`config.mk`:
```
export PLATFORM = sky130hd
export DESIGN_NAME = alu_muldiv
export DESIGN_NICKNAME = d
export VERILOG_FILES = /design/src/rtl/cpu_types_pkg.sv /design/src/rtl/alu_muldiv.sv
export SDC_FILE = /design/constraint.sdc
export NUM_CORES = 1
export LEC_CHECK = 0
export ABC_AREA = 1
export CAP_MARGIN = 20
export CORE_UTILIZATION = 37
export DETAILED_ROUTE_END_ITERATION = 7
export MAX_ROUTING_LAYER = met4
export PLACE_DENSITY = 0.61
export SYNTH_ARGS = -nofsm -noshare
export SYNTH_HDL_FRONTEND = slang
export SYNTH_SLANG_ARGS = --single-unit
```
`constraint.sdc`:
```
create_clock -name CLK -period 3.4 [get_ports CLK]
set_clock_uncertainty 0.15 [all_clocks]
set_input_delay 0.51 -clock CLK [delete_from_list [all_inputs] [get_ports CLK]]
set_output_delay 0.51 -clock CLK [all_outputs]
set_load 0.02 [all_outputs]
```
`src/rtl/cpu_types_pkg.sv`:
```
// cpu_types_pkg: shared CPU type definitions and small decode helpers.
package cpu_types_pkg;

  typedef enum logic [2:0] {
    MD_MULT  = 3'd0,
    MD_MULTU = 3'd1,
    MD_DIV   = 3'd2,
    MD_DIVU  = 3'd3,
    MD_MTHI  = 3'd4,
    MD_MTLO  = 3'd5
  } muldiv_op_t;

  // True for the operations that run through the iterative datapath.
  function automatic logic md_is_iter(input muldiv_op_t op);
    return (op == MD_MULT) || (op == MD_MULTU) || (op == MD_DIV) || (op == MD_DIVU);
  endfunction

  // True for the operations that treat their operands as two's complement.
  function automatic logic md_is_signed(input muldiv_op_t op);
    return (op == MD_MULT) || (op == MD_DIV);
  endfunction

  // True for the multiply operations.
  function automatic logic md_is_mul(input muldiv_op_t op);
    return (op == MD_MULT) || (op == MD_MULTU);
  endfunction

endpackage

```
`src/rtl/alu_muldiv.sv`:
```
// alu_muldiv: iterative multiply/divide unit with architectural HI/LO registers.
// One 2*WIDTH shift register and one WIDTH+1 adder/subtractor are shared by the
// shift-add multiplier and the restoring divider. Operands are iterated as
// magnitudes; signs are applied in a single correction cycle at the end.
module alu_muldiv
  import cpu_types_pkg::*;
#(
  parameter int WIDTH = 32
) (
  input  logic             CLK,
  input  logic             nRST,
  input  logic             start,
  input  muldiv_op_t       op,
  input  logic [WIDTH-1:0] a,
  input  logic [WIDTH-1:0] b,
  input  logic             flush,
  output logic             busy,
  output logic             done,
  output logic [WIDTH-1:0] hi,
  output logic [WIDTH-1:0] lo
);

  localparam int CW = $clog2(WIDTH);

  // state  | meaning
  // S_IDLE | waiting for start
  // S_MUL  | shift-add, one multiplier bit per cycle
  // S_DIV  | restoring divide, one quotient bit per cycle
  // S_FIX  | sign correction and hi/lo write
  // S_DONE | done pulse; accepts a new start like S_IDLE
  typedef enum logic [2:0] {S_IDLE, S_MUL, S_DIV, S_FIX, S_DONE} state_t;

  state_t             state_q, state_d;
  logic [CW-1:0]      cnt_q, cnt_d;
  logic [2*WIDTH-1:0] acc_q, acc_d;
  logic [WIDTH-1:0]   opnd_q, opnd_d;
  logic               is_mul_q, is_mul_d;
  logic               neg_a_q, neg_a_d;
  logic               neg_b_q, neg_b_d;
  logic [WIDTH-1:0]   hi_q, hi_d;
  logic [WIDTH-1:0]   lo_q, lo_d;

  logic               can_accept, accept_iter, last_iter;
  logic               neg_a_in, neg_b_in;
  logic [WIDTH-1:0]   abs_a, abs_b;
  logic [WIDTH:0]     as_a, as_b, as_r;
  logic               div_ge;
  logic [2*WIDTH-1:0] prod_fix;
  logic [WIDTH-1:0]   quo_fix, rem_fix;

  // A start is only taken when idle or in the done cycle; flush drops it.
  assign can_accept  = start && !flush && ((state_q == S_IDLE) || (state_q == S_DONE));
  assign accept_iter = can_accept && md_is_iter(op);
  assign last_iter   = (cnt_q == CW'(WIDTH - 1));

  assign neg_a_in = md_is_signed(op) && a[WIDTH-1];
  assign neg_b_in = md_is_signed(op) && b[WIDTH-1];
  assign abs_a    = neg_a_in ? -a : a;
  assign abs_b    = neg_b_in ? -b : b;

  // Shared adder/subtractor: adds the multiplicand in S_MUL, trial-subtracts
  // the divisor from the shifted partial remainder otherwise.
  assign as_a   = (state_q == S_MUL) ? {1'b0, acc_q[2*WIDTH-1:WIDTH]}
                                     : acc_q[2*WIDTH-1:WIDTH-1];
  assign as_b   = {1'b0, opnd_q};
  assign as_r   = (state_q == S_MUL) ? (as_a + (acc_q[0] ? as_b : '0)) : (as_a - as_b);
  assign div_ge = !as_r[WIDTH];

  // Sign correction. A zero divisor keeps the all-ones quotient unsigned so
  // the signed and unsigned divide-by-zero results agree.
  assign prod_fix = (neg_a_q ^ neg_b_q) ? -acc_q : acc_q;
  assign quo_fix  = ((neg_a_q ^ neg_b_q) && (opnd_q != '0)) ? -acc_q[WIDTH-1:0]
                                                            : acc_q[WIDTH-1:0];
  assign rem_fix  = neg_a_q ? -acc_q[2*WIDTH-1:WIDTH] : acc_q[2*WIDTH-1:WIDTH];

  // Next-state and status outputs.
  always_comb begin
    state_d = state_q;
    busy    = 1'b0;
    done    = 1'b0;
    case (state_q)
      S_IDLE, S_DONE: begin
        done    = (state_q == S_DONE);
        state_d = S_IDLE;
        if (accept_iter) state_d = md_is_mul(op) ? S_MUL : S_DIV;
      end
      S_MUL, S_DIV: begin
        busy = 1'b1;
        if (last_iter) state_d = S_FIX;
      end
      S_FIX: begin
        busy    = 1'b1;
        state_d = S_DONE;
      end
      default: state_d = S_IDLE;
    endcase
    if (flush) state_d = S_IDLE;
  end

  // Datapath next values: operand capture, one iteration step, final write.
  always_comb begin
    cnt_d    = cnt_q;
    acc_d    = acc_q;
    opnd_d   = opnd_q;
    is_mul_d = is_mul_q;
    neg_a_d  = neg_a_q;
    neg_b_d  = neg_b_q;
    hi_d     = hi_q;
    lo_d     = lo_q;
    if (accept_iter) begin
      cnt_d    = '0;
      is_mul_d = md_is_mul(op);
      neg_a_d  = neg_a_in;
      neg_b_d  = neg_b_in;
      acc_d    = {{WIDTH{1'b0}}, (md_is_mul(op) ? abs_b : abs_a)};
      opnd_d   = md_is_mul(op) ? abs_a : abs_b;
    end else if (can_accept && (op == MD_MTHI)) begin
      hi_d = a;
    end else if (can_accept && (op == MD_MTLO)) begin
      lo_d = a;
    end else if (!flush) begin
      case (state_q)
        S_MUL: begin
          acc_d = {as_r, acc_q[WIDTH-1:1]};
          cnt_d = last_iter ? '0 : cnt_q + CW'(1);
        end
        S_DIV: begin
          acc_d = {(div_ge ? as_r[WIDTH-1:0] : as_a[WIDTH-1:0]), acc_q[WIDTH-2:0], div_ge};
          cnt_d = last_iter ? '0 : cnt_q + CW'(1);
        end
        S_FIX: begin
          if (is_mul_q) begin
            hi_d = prod_fix[2*WIDTH-1:WIDTH];
            lo_d = prod_fix[WIDTH-1:0];
          end else begin
            hi_d = rem_fix;
            lo_d = quo_fix;
          end
        end
        default: ;
      endcase
    end
  end

  // State and datapath registers.
  always_ff @(posedge CLK or negedge nRST) begin
    if (!nRST) begin
      state_q  <= S_IDLE;
      cnt_q    <= '0;
      acc_q    <= '0;
      opnd_q   <= '0;
      is_mul_q <= 1'b0;
      neg_a_q  <= 1'b0;
      neg_b_q  <= 1'b0;
      hi_q     <= '0;
      lo_q     <= '0;
    end else begin
      state_q  <= state_d;
      cnt_q    <= cnt_d;
      acc_q    <= acc_d;
      opnd_q   <= opnd_d;
      is_mul_q <= is_mul_d;
      neg_a_q  <= neg_a_d;
      neg_b_q  <= neg_b_d;
      hi_q     <= hi_d;
      lo_q     <= lo_d;
    end
  end

  assign hi = hi_q;
  assign lo = lo_q;

endmodule

```
==> run_results.csv <==
group,metric,value,unit
finish,drive_gt1_frac,0.165,
run,cap_viol_max_count,0,
finish,final_common_cell,"nand2_1",
sta,setup_ws,-0.158,ns
power_and_ir_drop,powerDensity,1250,mW/mm^2
synthesis,synth_edf_count,0,
finish,fin_util,0.494,
floorplan,die_h,221,um
floorplan,die_area,0.0490,mm^2
synthesis,ys.warnings.count,0,
cts,cts_sinks,171,
global_routing,grt_max_degree,80,
global_routing,antenna_found_initial,1,
synthesis,synth_nets,3236,
detailed_routing,drt_iter0_markers,2214,
placed_design,numPlacedInstances,4031,
global_routing,track_usage,0.356,
sta,fin_crit,3.56,ns
power_and_ir_drop,ir_worst_vdd,0.586,mV
placed_design,port_buffers,136,
detailed_routing,wirelength,85600,um
sta,post-route-period-util,1.05,
worst_setup_path,crit_path_max_incr_delay,0.40,ns
sta,rsz0062_at_grt,"true",
outcome,status,"complete, but fails checks",
sta,tightest_slew,1.10,ns
power_and_ir_drop,total_power,29.4,mW
floorplan,die_w,221,um
global_routing,overflow,0,
detailed_routing,avgRoutedWirePerCell,20.9,um
detailed_routing,drt_pass1_iterations,6,
synthesis,synthCells,3125,
sta,slew_headroom,0.266,
synthesis,seq_area_frac_synth,0.240,
hold_path,hp-class,"reg2reg",
global_routing,grt_pass1_wl,128000,um
synthesis,synth-seq-cells,171,
worst_setup_path,startpoint_type,"flop",
detailed_routing,num_vias,22200,
worst_setup_path,crit_path_end_kind,"flop",
outcome,violations,"setup timing",
synthesis,synth_cell_types,51,
worst_setup_path,cp.arrival,3.84,ns
placed_design,gp_congestion,0.992,
floorplan,ios,137,
synthesis,synthFlopType,"dfrtp_1",
worst_setup_path,crit_slowest_cell,"dfrtp_1",
finish,areaGrowthSynthToFinish,32.0,%
worst_setup_path,critPathRequiredTime,3.68,ns
detailed_routing,via_per_inst,5.43,
placed_design,dp_hpwl,68300,um
floorplan,start_util,0.374,
cts,cts_tree,"built",
placed_design,pre_cts_ws,-0.473,ns
synthesis,async_flop_share,1.00,
synthesis,avgSynthCellArea,5.70,um^2
finish,layout.cells.most_common_list,"1008 x nand2_1, 357 x inv_1, 306 x nand3_1, 289 x buf_4, 276 x nor2_1",
cts,clk_latency,0.50,ns
sta,hold_viol_final,0,
global_routing,grt_pass1_vias,21100,
sta,fmax,281,MHz
detailed_routing,post-route-drc-count,0,
floorplan,core,0.0476,mm^2
synthesis,syn_area,0.0178,mm^2
sta,slew_violations,0,
cts,htreeDepth,4,
finish,instances_no_fill,4095,
cts,cts_buffer_depth,2,
sta,finalSetupTns,-4.11,ns
power_and_ir_drop,p_leak,11.9,nW
worst_setup_path,setup.worst_path.class,"reg2reg",
worst_setup_path,cp_max_fo,19,
detailed_routing,ant_nets,0,
finish,final_nets,3576,
floorplan,rows,80,
sta,setup_viol,33,
cts,cts_buffers,17,
cts,clkSlewWorstSetupHoldPaths,0.08,ns
cts,root_buffer,"clkbuf_16",
-- worst paths after layout --
path | from | endpoint | slack, ns | cells past startpoint
setup reg to reg | opnd_q[0] | acc_q[38] | -0.16 | 28
hold / removal | hi[11] | hi[11] | 0.33 | 2
setup / recovery | opnd_q[0] | acc_q[38] | -0.16 | 28
max in group asynchronous | nRST | neg_a_q | 1.84 | 3
hold reg to reg | hi[11] | hi[11] | 0.33 | 2
min in group asynchronous | nRST | acc_q[46] | 0.48 | 2
-- sequential cells by signal, indices dropped and copies added (netlist names), 3 cells and up --
signal   count
acc_q       64
hi          32
lo          32
opnd_q      32
cnt_q        5
state_q      3
-- cell families after synthesis --
group,after synthesis,share of synthesized area
buf+inv,519,0.113
compound gates,523,0.162
simple gates,1781,0.411
fa+ha+maj,40,0.0285
xor+xnor,91,0.0447
flops,171,0.240
-- where the power goes --
part / leakage, nW / internal [mW] / switching (mW)
clock network: 0.301 / 1.07 / 1.02
logic: 9.48 / 9.43 / 13.8
registers: 2.13 / 2.99 / 1.04
total: 11.9 / 13.5 / 15.9
-- critical path, delay by kind of cell, from the launching register on --
kind / cells / cell delay (ns)
AO/OA/AOI/OAI: 3 / 0.47
AND/OR/NAND/NOR: 16 / 1.42
buffers and inverters: 8 / 0.81
flip-flops: 1 / 0.40
adder cells (fa/ha/maj): 1 / 0.24
-- final cells by class --
class / instances / area, um^2
Sequential cell: 171 / 4280
Clock buffer: 18 / 439
Inverter: 393 / 1480
Timing Repair Buffer: 447 / 3900
Fill cell: 4978 / 24100
Antenna cell: 2 / 5.00
Multi-Input combinational cell: 2435 / 12500
Tap cell: 615 / 769
Clock inverter: 14 / 171
-- cell usage after synthesis, types with 19 or more instances --
| master | instances | area share |
|---|---|---|
| a21oi_1 | 136 | 0.038 |
| a22oi_1 | 29 | 0.012 |
| buf_2 | 30 | 0.0084 |
| clkbuf_1 | 82 | 0.017 |
| dfrtp_1 | 171 | 0.24 |
| ha_1 | 39 | 0.027 |
| inv_1 | 372 | 0.078 |
| inv_2 | 19 | 0.0040 |
| nand2_1 | 1058 | 0.22 |
| nand3_1 | 333 | 0.094 |
| nand4_1 | 21 | 0.0074 |
| nor2_1 | 303 | 0.064 |
| nor3_1 | 21 | 0.0059 |
| o211ai_1 | 36 | 0.015 |
| o21ai_0 | 245 | 0.069 |
| o21ai_1 | 30 | 0.0084 |
| xor2_1 | 86 | 0.042 |
-- through the flow --
stage / area (um^2) / hold WS (ns)
after global placement: 21700 / 0.314
final: 23500 / 0.327
after detailed placement: 21700 / 0.314
after floorplan: 17800 / 0.0644
after CTS: 22900 / 0.333
after global routing: 23500 / 0.349
-- metal layers --
metal / track usage / part of all wire / vias up
li1: - / - / 10700
met1: 0.447 / 0.43 / 10500
met2: 0.567 / 0.46 / 887
met3: 0.0647 / 0.072 / 158
met4: 0.137 / 0.041 / 0
met5: - / 0 / -
-- what timing repair did --
item	in CTS	in global routing
setup buffers	13	14
pin swaps	32	67
resized for setup	139	123
gates cloned	1	1
hold endpoints to repair	62	0
hold buffers	1	0
endpoints found under the setup margin	33	33
(Power assumes the default switching activity.)
